## src/rtl/dram_arbiter_pkg.sv

```systemverilog
// Shared definitions for the DRAM sequencer/arbiter.
//   - state_t    : one-hot sequencer states, one per DRAM access phase
//   - PORT_FETCH : requester index of the instruction-fetch port
//   - PORT_LSU   : requester index of the load/store port
//   - WORD_SIZE / ADDR_WIDTH : default widths, shared with the DRAM macro
package dram_arbiter_pkg;

    localparam int WORD_SIZE  = 16;
    localparam int ADDR_WIDTH = 16;

    localparam logic PORT_FETCH = 1'b0;
    localparam logic PORT_LSU   = 1'b1;

    typedef enum logic [5:0] {
        S_IDLE   = 6'b000001,
        S_ADDR   = 6'b000010,
        S_LATCH  = 6'b000100,
        S_CMD    = 6'b001000,
        S_STROBE = 6'b010000,
        S_DONE   = 6'b100000
    } state_t;

    // RD/WR are asserted from CMD until the end of DONE.
    function automatic logic in_cmd_phase(input state_t s);
        return (s == S_CMD) || (s == S_STROBE) || (s == S_DONE);
    endfunction

endpackage

```

## src/rtl/dram_arbiter_rr.sv

```systemverilog
// Two-port round-robin grant logic, purely combinational.
//   req[1:0] : request levels (index = port)
//   last     : port granted most recently (pointer kept by the parent)
//   gnt[1:0] : one-hot grant; all zero when nobody requests
module rr_arbiter2
    import dram_arbiter_pkg::*;
(
    input  logic [1:0] req,
    input  logic       last,
    output logic [1:0] gnt
);

    // A lone requester always wins; on a tie the port that did not win
    // last time is served.
    assign gnt[PORT_FETCH] = req[PORT_FETCH] & (~req[PORT_LSU]   | (last == PORT_LSU));
    assign gnt[PORT_LSU]   = req[PORT_LSU]   & (~req[PORT_FETCH] | (last == PORT_FETCH));

endmodule

```

## src/rtl/dram_arbiter.sv

```systemverilog
// Sequencer and two-port round-robin arbiter for the two-phase DRAM macro.
// Each granted access walks IDLE -> ADDR -> LATCH -> CMD -> STROBE -> DONE:
// mem_clk2 latches the address, mem_clk1 performs the access, and a
// one-cycle ack is returned to the granted port (read data captured on the
// STROBE exit edge).
//   clk, rst_n          : clock, asynchronous active-low reset
//   req/we/addr/wdata 0 : instruction-fetch port request (held until ack)
//   req/we/addr/wdata 1 : load/store port request (held until ack)
//   ack0/1, rdata0/1    : completion pulse and read data per port
//   mem_*               : DRAM address, data, strobes and RD/WR
module dram_arbiter
    import dram_arbiter_pkg::*;
#(
    parameter int WordSize  = WORD_SIZE,
    parameter int AddrWidth = ADDR_WIDTH
) (
    input  logic                 clk,
    input  logic                 rst_n,
    input  logic                 req0,
    input  logic                 req1,
    input  logic                 we0,
    input  logic                 we1,
    input  logic [AddrWidth-1:0] addr0,
    input  logic [AddrWidth-1:0] addr1,
    input  logic [WordSize-1:0]  wdata0,
    input  logic [WordSize-1:0]  wdata1,
    output logic                 ack0,
    output logic                 ack1,
    output logic [WordSize-1:0]  rdata0,
    output logic [WordSize-1:0]  rdata1,
    output logic [AddrWidth-1:0] mem_addr,
    output logic [WordSize-1:0]  mem_din,
    input  logic [WordSize-1:0]  mem_dout,
    output logic                 mem_clk1,
    output logic                 mem_clk2,
    output logic                 mem_rd,
    output logic                 mem_wr
);

    state_t state_reg, state_next;
    logic   last_reg;
    logic   sel_reg;
    logic   we_reg;
    logic [1:0] gnt;
    logic       grant_now;

    logic [1:0]                ack_vec;
    logic [1:0][WordSize-1:0]  rdata_vec;

    rr_arbiter2 u_rr (
        .req  ({req1, req0}),
        .last (last_reg),
        .gnt  (gnt)
    );

    // Requests are only looked at while idle; anything raised mid-access waits.
    assign grant_now = (state_reg == S_IDLE) && (gnt != 2'b00);

    always_comb begin
        state_next = state_reg;
        unique case (state_reg)
            S_IDLE:   if (grant_now) state_next = S_ADDR;
            S_ADDR:   state_next = S_LATCH;
            S_LATCH:  state_next = S_CMD;
            S_CMD:    state_next = S_STROBE;
            S_STROBE: state_next = S_DONE;
            S_DONE:   state_next = S_IDLE;
            default:  state_next = S_IDLE;
        endcase
    end

    // Strobes are decoded from the next state and registered, so each DRAM
    // control line is a clean flop output aligned with its state.
    always_ff @(posedge clk or negedge rst_n) begin
        if (!rst_n) begin
            state_reg <= S_IDLE;
            last_reg  <= PORT_LSU;
            sel_reg   <= PORT_FETCH;
            we_reg    <= 1'b0;
            mem_addr  <= '0;
            mem_din   <= '0;
            mem_clk1  <= 1'b0;
            mem_clk2  <= 1'b0;
            mem_rd    <= 1'b0;
            mem_wr    <= 1'b0;
        end else begin
            state_reg <= state_next;
            if (grant_now) begin
                sel_reg  <= gnt[PORT_LSU];
                last_reg <= gnt[PORT_LSU];
                we_reg   <= gnt[PORT_LSU] ? we1    : we0;
                mem_addr <= gnt[PORT_LSU] ? addr1  : addr0;
                mem_din  <= gnt[PORT_LSU] ? wdata1 : wdata0;
            end
            mem_clk2 <= (state_next == S_LATCH);
            mem_clk1 <= (state_next == S_STROBE);
            mem_rd   <= in_cmd_phase(state_next) & ~we_reg;
            mem_wr   <= in_cmd_phase(state_next) &  we_reg;
        end
    end

    genvar gi;
    generate
        for (gi = 0; gi < 2; gi++) begin : g_port
            localparam logic PORT = 1'(gi);
            logic                ack_q;
            logic [WordSize-1:0] rdata_q;

            // DRAM output is only meaningful while mem_clk1 is high, so the
            // capture is restricted to the STROBE exit edge of a read.
            always_ff @(posedge clk or negedge rst_n) begin
                if (!rst_n) begin
                    ack_q   <= 1'b0;
                    rdata_q <= '0;
                end else begin
                    ack_q <= (state_next == S_DONE) && (sel_reg == PORT);
                    if ((state_reg == S_STROBE) && !we_reg && (sel_reg == PORT))
                        rdata_q <= mem_dout;
                end
            end

            assign ack_vec[gi]   = ack_q;
            assign rdata_vec[gi] = rdata_q;
        end
    endgenerate

    assign ack0   = ack_vec[PORT_FETCH];
    assign ack1   = ack_vec[PORT_LSU];
    assign rdata0 = rdata_vec[PORT_FETCH];
    assign rdata1 = rdata_vec[PORT_LSU];

endmodule

```

## config.mk

```make
export PLATFORM = sky130hd
export DESIGN_NAME = dram_arbiter
export DESIGN_NICKNAME = d
export VERILOG_FILES = /design/src/rtl/dram_arbiter_pkg.sv /design/src/rtl/dram_arbiter_rr.sv /design/src/rtl/dram_arbiter.sv
export SDC_FILE = /design/constraint.sdc
export NUM_CORES = 1
export LEC_CHECK = 0
export ABC_AREA = 1
export ABC_CLOCK_PERIOD_IN_PS = 3000
export CORE_ASPECT_RATIO = 1.2
export CORE_MARGIN = 10
export CORE_UTILIZATION = 46
export CTS_CLUSTER_DIAMETER = 50
export DETAILED_ROUTE_END_ITERATION = 8
export PLACE_DENSITY = 0.93
export RECOVER_POWER = 25
export SLEW_MARGIN = 20
export SYNTH_ARGS = -nofsm -noshare
export SYNTH_HDL_FRONTEND = slang
export SYNTH_SLANG_ARGS = --single-unit
```

## constraint.sdc

```tcl
create_clock -name clk -period 3 [get_ports clk]
set_input_delay 0.6 -clock clk [delete_from_list [all_inputs] [get_ports clk]]
set_output_delay 0.6 -clock clk [all_outputs]
set_load 0.1 [all_outputs]
```

==> summary.txt, run 1 <==
Status
  • Status: complete, but fails checks
  • Failing checks: max-capacitance violations, max-slew violations

Worst setup path
  • Max stage delay on crit path: 1.32 ns
  • Cell Chain, Critical Path: clkbuf_2
  • Worst r2r dst: rdata0[5]
  • Buffers & Inverters on Critical Path: 1
  • Crit path max-delay family: buffers and inverters
  • CP Data Required Time: 3.08 ns
  • Critical Path Sink Type: asynchronous set/reset pin
  • Max FO, Critical Path: between 70 and 80
  • Setup slack, reg-to-reg: 1.30 ns
  • CP startpoint: rst_n
  • Setup CP Type: in2async
  • Slowest CP cell: clkbuf_2
  • Register-to-Register Path Depth: 6
  • CP arrival: 1.98 ns
  • Startpoint Class: primary input
  • R2R Path Start: state_reg[1]

Cells and area
  • Area growth syn-to-layout: 42.9%
  • Share of cells above drive strength 1: 0.176
  • Design area: 5230 um2
  • Antenna diodes: 0
  • Nets: 680

Drt
  • Routed vias: 3,594
  • WL final: 11,000 um
  • Detailed-router iteration count before antenna repair: 4
  • DR WL/cell: 16.0 um
  • DR iter-0 viols: 186
  • Routed vias/inst: about 5.2
  • Final ANT Viol Nets: 0
  • DRC: 0

Placement
  • # port buffers: 155
  • DP HPWL: approximately 8500 um
  • GP Congestion: 0.832
  • Placed Area: between 5000 and 6000 um2

STA
  • Final setup TNS: 0 ns
  • Final setup vio count: 0
  • Slew Limit Fails: 80
  • Fin crit share: 0.633
  • Fin. Hold Viols: 0
  • Worst-Margin Slew: 1.88 ns
  • Unrepaired setup endpoints after global routing: no
  • Clock skew: 0.00829 ns
  • Min Tclk post-route: 1.90 ns
  • Fmax: 526 MHz
  • Worst rel slew slack: -0.255

Global route
  • Initial antenna violation count: 0
  • Largest net degree at the start of global routing: 80
  • Vias in the first global route: 3,745
  • Grt ovf: 0
  • GR Util All Layers: 0.181
  • First-pass GRT wire length: 17,800 um

Floorplan
  • Die width: 101 um
  • Die area: 11,900 um2
  • Num rows: 35
  • Starting Density: 0.475
  • I/O pin count: 156
  • Core area: around 7700 um2
  • Die Span Y: 118 um

Min path
  • Hold path endpoint: mem_wr
  • Worst Hold Depth: 2
  • Hold Path Class: reg2reg
  • HP Start: we_reg

Clock tree
  • Hold-fix buffers at CTS: 0
  • CTS clk-pin slew, worst paths: 0.07 ns
  • Worst skew pair latency: 0.34 ns
  • PostCTS Resize Cnt: 0
  • CTS sink count: slightly below 80
  • CTS H-tree lvls: 3
  • CTS tree: built
  • Root buffer cell: clkbuf_8
  • Post-CTS Setup Inserts: 0
  • CTS Buffer Depth: 2
  • TritonCTS Buffers: 9

Yosys
  • Post-Syn Area: 3660 um2
  • Register bit total from synthesis: 79
  • Syn_area_per_cell: about 8.1 um2
  • Syn Inst Count: 449
  • Syn Nets: about 540
  • Yosys Warn Count: 0
  • Distinct cells, synth: 22
  • Seq/Total Area, Yosys: 0.541

Flow run
  • Max cap viols: 1
==> stage by stage <==
stage | hold slack (ns) | cells | worst slack, ns | utilization
floorplan | 0.304 | 449 | 1.50 | -
global placement | 0.456 | 675 | 0.959 | 0.652
detailed placement | 0.460 | 675 | 0.910 | 0.652
CTS | 0.438 | 690 | 1.26 | 0.680
global route | 0.502 | 690 | 0.734 | 0.678
finish | 0.476 | 690 | 1.10 | 0.678
==> metal layers <==
| layer | vias up | share of wire | global-route usage | routed length (um) |
|---|---|---|---|---|
| met4 | 0 | 0.016 | 0.0672 | 172 |
| met2 | 185 | 0.47 | 0.286 | 5180 |
| met1 | 1673 | 0.38 | 0.198 | 4220 |
| met5 | - | 0 | 0 | 0 |
| li1 | 1725 | - | - | - |
| met3 | 11 | 0.13 | 0.0986 | 1470 |
==> synthesized netlist by cell type (all sizes together) <==
master  number  share of area
dfrtp       77           0.53
o21ai        3         0.0041
nor2        11          0.017
clkbuf       9         0.0092
nand4       33          0.061
nand3       42          0.068
clkinv       3         0.0044
inv         15          0.016
nand2      235           0.24
o21bai       1         0.0021
buf         18          0.035
dfstp        2          0.014
==> area by class of cell <==
| class | count | area, um2 |
|---|---|---|
| fillers | 611 | 2480 |
| flip-flops and latches | 79 | 1980 |
| multi-input cells | 325 | 1430 |
| repair buffers | 161 | 1420 |
| clock buffers | 11 | 141 |
| well taps | 92 | 115 |
| inverters | 18 | 75.1 |
| clock inverters | 4 | 70.1 |
==> logic make-up after synthesis <==
family | count (synthesis) | share of synthesized area
AO/OA/AOI/OAI | 4 | 0.00616
AND/OR/NAND/NOR | 321 | 0.388
buffers and inverters | 45 | 0.0650
flip-flops | 79 | 0.541
==> worst max path at each step <==
stage,slack [ns],cells after the start,to
2_1_floorplan,1.50,0,mem_addr[0]
3_3_place_gp,0.96,6,we_reg
3_5_place_dp,0.91,7,we_reg
4_1_cts,1.26,7,we_reg
5_1_grt,0.73,1,state_reg[3]
6_report,1.10,1,mem_din[14]
==> layout by cell type (no fill, tap or decap) <==
master           Yosys  routed
nand2_2              1       1
nand4_4              1       1
clkdlybuf4s50_1      0      84
nor2_2               3       2
clkinv_2             0       2
nand3_1             39      39
bufinv_16            0       2
dfstp_2              2       2
clkinv_1             2       2
clkbuf_2             0       1
nand3_4              3       3
nand4_1             32      32
inv_1               12      12
inv_4                1       1
o21ai_0              3       3
inv_2                2       2
o21bai_1             1       1
buf_4                3      76
nand2_1            234     234
nor2_4               2       1
clkbuf_8             0      10
dfrtp_1             77      77
clkinv_4             1       1
nor2_1               6       8
clkbuf_1             9       1
Power of run 1 is not shown: default switching activity piles up to over one toggle a cycle in this logic, so the estimate is an artifact.
==> run 2, diff against run 1 <==
--- a/config.mk
+++ b/config.mk
@@ -6,13 +6,13 @@
 export NUM_CORES = 1
 export LEC_CHECK = 0
 export ABC_AREA = 1
-export ABC_CLOCK_PERIOD_IN_PS = 3000
+export ABC_CLOCK_PERIOD_IN_PS = 1600
 export CORE_ASPECT_RATIO = 1.2
 export CORE_MARGIN = 10
-export CORE_UTILIZATION = 46
+export CORE_UTILIZATION = 38
 export CTS_CLUSTER_DIAMETER = 50
 export DETAILED_ROUTE_END_ITERATION = 8
-export PLACE_DENSITY = 0.93
+export PLACE_DENSITY = 0.83
 export RECOVER_POWER = 25
 export SLEW_MARGIN = 20
 export SYNTH_ARGS = -nofsm -noshare
==> constraint.sdc (replaced) <==
create_clock -name clk -period 1.6 [get_ports clk]
set_input_delay 0.32 -clock clk [delete_from_list [all_inputs] [get_ports clk]]
set_output_delay 0.32 -clock clk [all_outputs]
set_load 0.1 [all_outputs]
==> run 2 against run 1 <==
Effect of this change: the run now ends clean; critical endpoint is now rdata1[11]; wire length is 7.5% higher; utilization is 0.38 points lower; non-clock buffer count is 11 higher; largest cell class is now non-clock buffers; clock-buffer cell count stayed put.
==> summary.txt, run 2 (synthesis results as in run 1) <==
STA
  • Min Tclk post-route: 1.48 ns
  • Fmax: 674 MHz
  • Slew Limit Fails: 0
  • Worst rel slew slack: 0.600
  • Fin. Hold Viols: 0
  • Worst-Margin Slew: 0.600 ns
  • Final setup TNS: 0 ns
  • Fin crit share: 0.927
  • Clock skew: 0.00676 ns
  • Unrepaired setup endpoints after global routing: no
  • Final setup vio count: 0

Cells and area
  • Most frequent cells in the layout: 234 x nand2_1, 84 x clkdlybuf4s50_1, 77 x dfrtp_1
  • Area growth syn-to-layout: 74.6%
  • Most common cell after layout, fill and taps aside: nand2_1
  • Nets: 691
  • Antenna diodes: 0
  • Share of cells above drive strength 1: 0.192

Clock tree
  • Worst skew pair latency: 0.33 ns
  • CTS clk-pin slew, worst paths: 0.06 ns
  • CTS H-tree lvls: 3
  • Root buffer cell: clkbuf_16
  • CTS sink count: 79
  • Post-CTS Setup Inserts: 0
  • CTS Buffer Depth: 2
  • CTS tree: built
  • TritonCTS Buffers: 9

Worst setup path
  • CP arrival: 1.69 ns
  • Max FO, Critical Path: 27
  • Critical Path Sink Type: flip-flop
  • Setup CP Type: reg2reg
  • Startpoint Class: flip-flop
  • CP Data Required Time: 1.81 ns

Pwr
  • VDD IR max: around 1.4 mV
  • NetSw: slightly above 0.008 W
  • Power share of the clock group: 0.136
  • Sequential power share: 0.226
  • P per Cell Area: between 2000 and 2500 nW/um2
  • Pwr Total: 0.0157 W
  • Logic pwr share: 0.639
  • Leak: 3.15 nW
  • Internal: about 0.0075 W
  • Sw Share: 0.521

Floorplan
  • Core area: 9470 um2
  • Die Span Y: about 130 um
  • Die width: 110 um
  • Die area: 14,000 um2
  • Starting Density: 0.386
  • I/O pin count: 156
  • Num rows: 39

Drt
  • DR iter-0 viols: roughly 160
  • Routed vias/inst: 4.93
  • DR WL/cell: 16.2 um
  • DRC: 0
  • WL final: 11,900 um
  • Final ANT Viol Nets: 0
  • Routed vias: 3,611
  • Detailed-router iteration count before antenna repair: 4

Global route
  • Largest net degree at the start of global routing: 45
  • First-pass GRT wire length: 19,000 um
  • Vias in the first global route: roughly 3,800
  • GR Util All Layers: 0.170
  • Grt ovf: 0
  • Initial antenna violation count: 0

Placement
  • GP Congestion: approximately 0.8
  • # port buffers: about 160
  • DP HPWL: 9660 um

Status
  • Status: completed

Flow run
  • Max cap viols: 0

Min path
  • Hold Path Class: reg2reg
-- run 2: cell types whose count changed in the layout (fill, tap and decap cells not counted), moves of 2 or more --
cell       delta
nor2_1        -2
clkbuf_8      -9
buf_4        -65
buf_12       +73
clkbuf_16     +9
-- run 2: worst paths after layout --
check / slack, ns / depth (start not counted) / start / endpoint
worst max register to register: 0.12 / 6 / state_reg[2] / rdata1[11]
worst min register to register: 0.50 / 2 / we_reg / mem_wr
max in group asynchronous: 0.26 / 3 / rst_n / last_reg
worst max-delay path: 0.12 / 6 / state_reg[2] / rdata1[11]
worst min-delay path: 0.50 / 2 / we_reg / mem_wr
min in group asynchronous: 0.54 / 2 / rst_n / rdata0[9]
-- run 2: worst max-delay path: stages (launching register included) --
cell and delay, ns:
dfrtp_1 0.42, nor2_4 0.21, nand3_4 0.16, clkinv_8 0.15, nand3_4 0.20, nand2_1 0.13
nand2_1 0.08
-- run 2: layer usage --
metal / vias up / GRT usage / part of all wire
met2: 177 / 0.282 / 0.49
li1: 1743 / - / -
met4: 0 / 0.0652 / 0.018
met3: 18 / 0.0734 / 0.11
met5: - / 0 / 0
met1: 1673 / 0.186 / 0.38
-- run 2: layout make-up --
class,count,area [um2]
multi-input combinational,325,1440
inverter,18,82.6
clock buffer,11,243
timing repair buffer,172,2420
clock inverter,4,70.1
tap,123,154
fill,720,3080
sequential,79,1980
-- run 2: power groups by stage --
stage	clock network (W)	registers, W	logic, W
after floorplan	0	0.00787	0.00165
after global placement	0	0.00355	0.00994
after detailed placement	0	0.00359	0.0101
after CTS	0.00218	0.00356	0.0101
after global routing	0.00226	0.00363	0.0105
final	0.00213	0.00355	0.0100
-- run 2: what timing repair did --
item,4_1_cts,5_1_grt
setup endpoints to repair,0,16
hold buffers,1,0
endpoints found under the hold margin,20,0
gates resized for setup,0,2
-- run 2: metrics by stage --
step,hold slack [ns],setup WS (ns),instance area (um2),utilization,std cells
after floorplan,0.0244,0.315,3660,-,449
after global placement,0.233,0.0496,6070,0.641,716
after detailed placement,0.238,0.0127,6070,0.641,716
after CTS,0.433,0.0609,6390,0.675,732
after global routing,0.524,0.0258,6380,0.674,732
final,0.496,0.116,6380,0.674,732
Note: power is estimated with default switching activity, not from simulation.
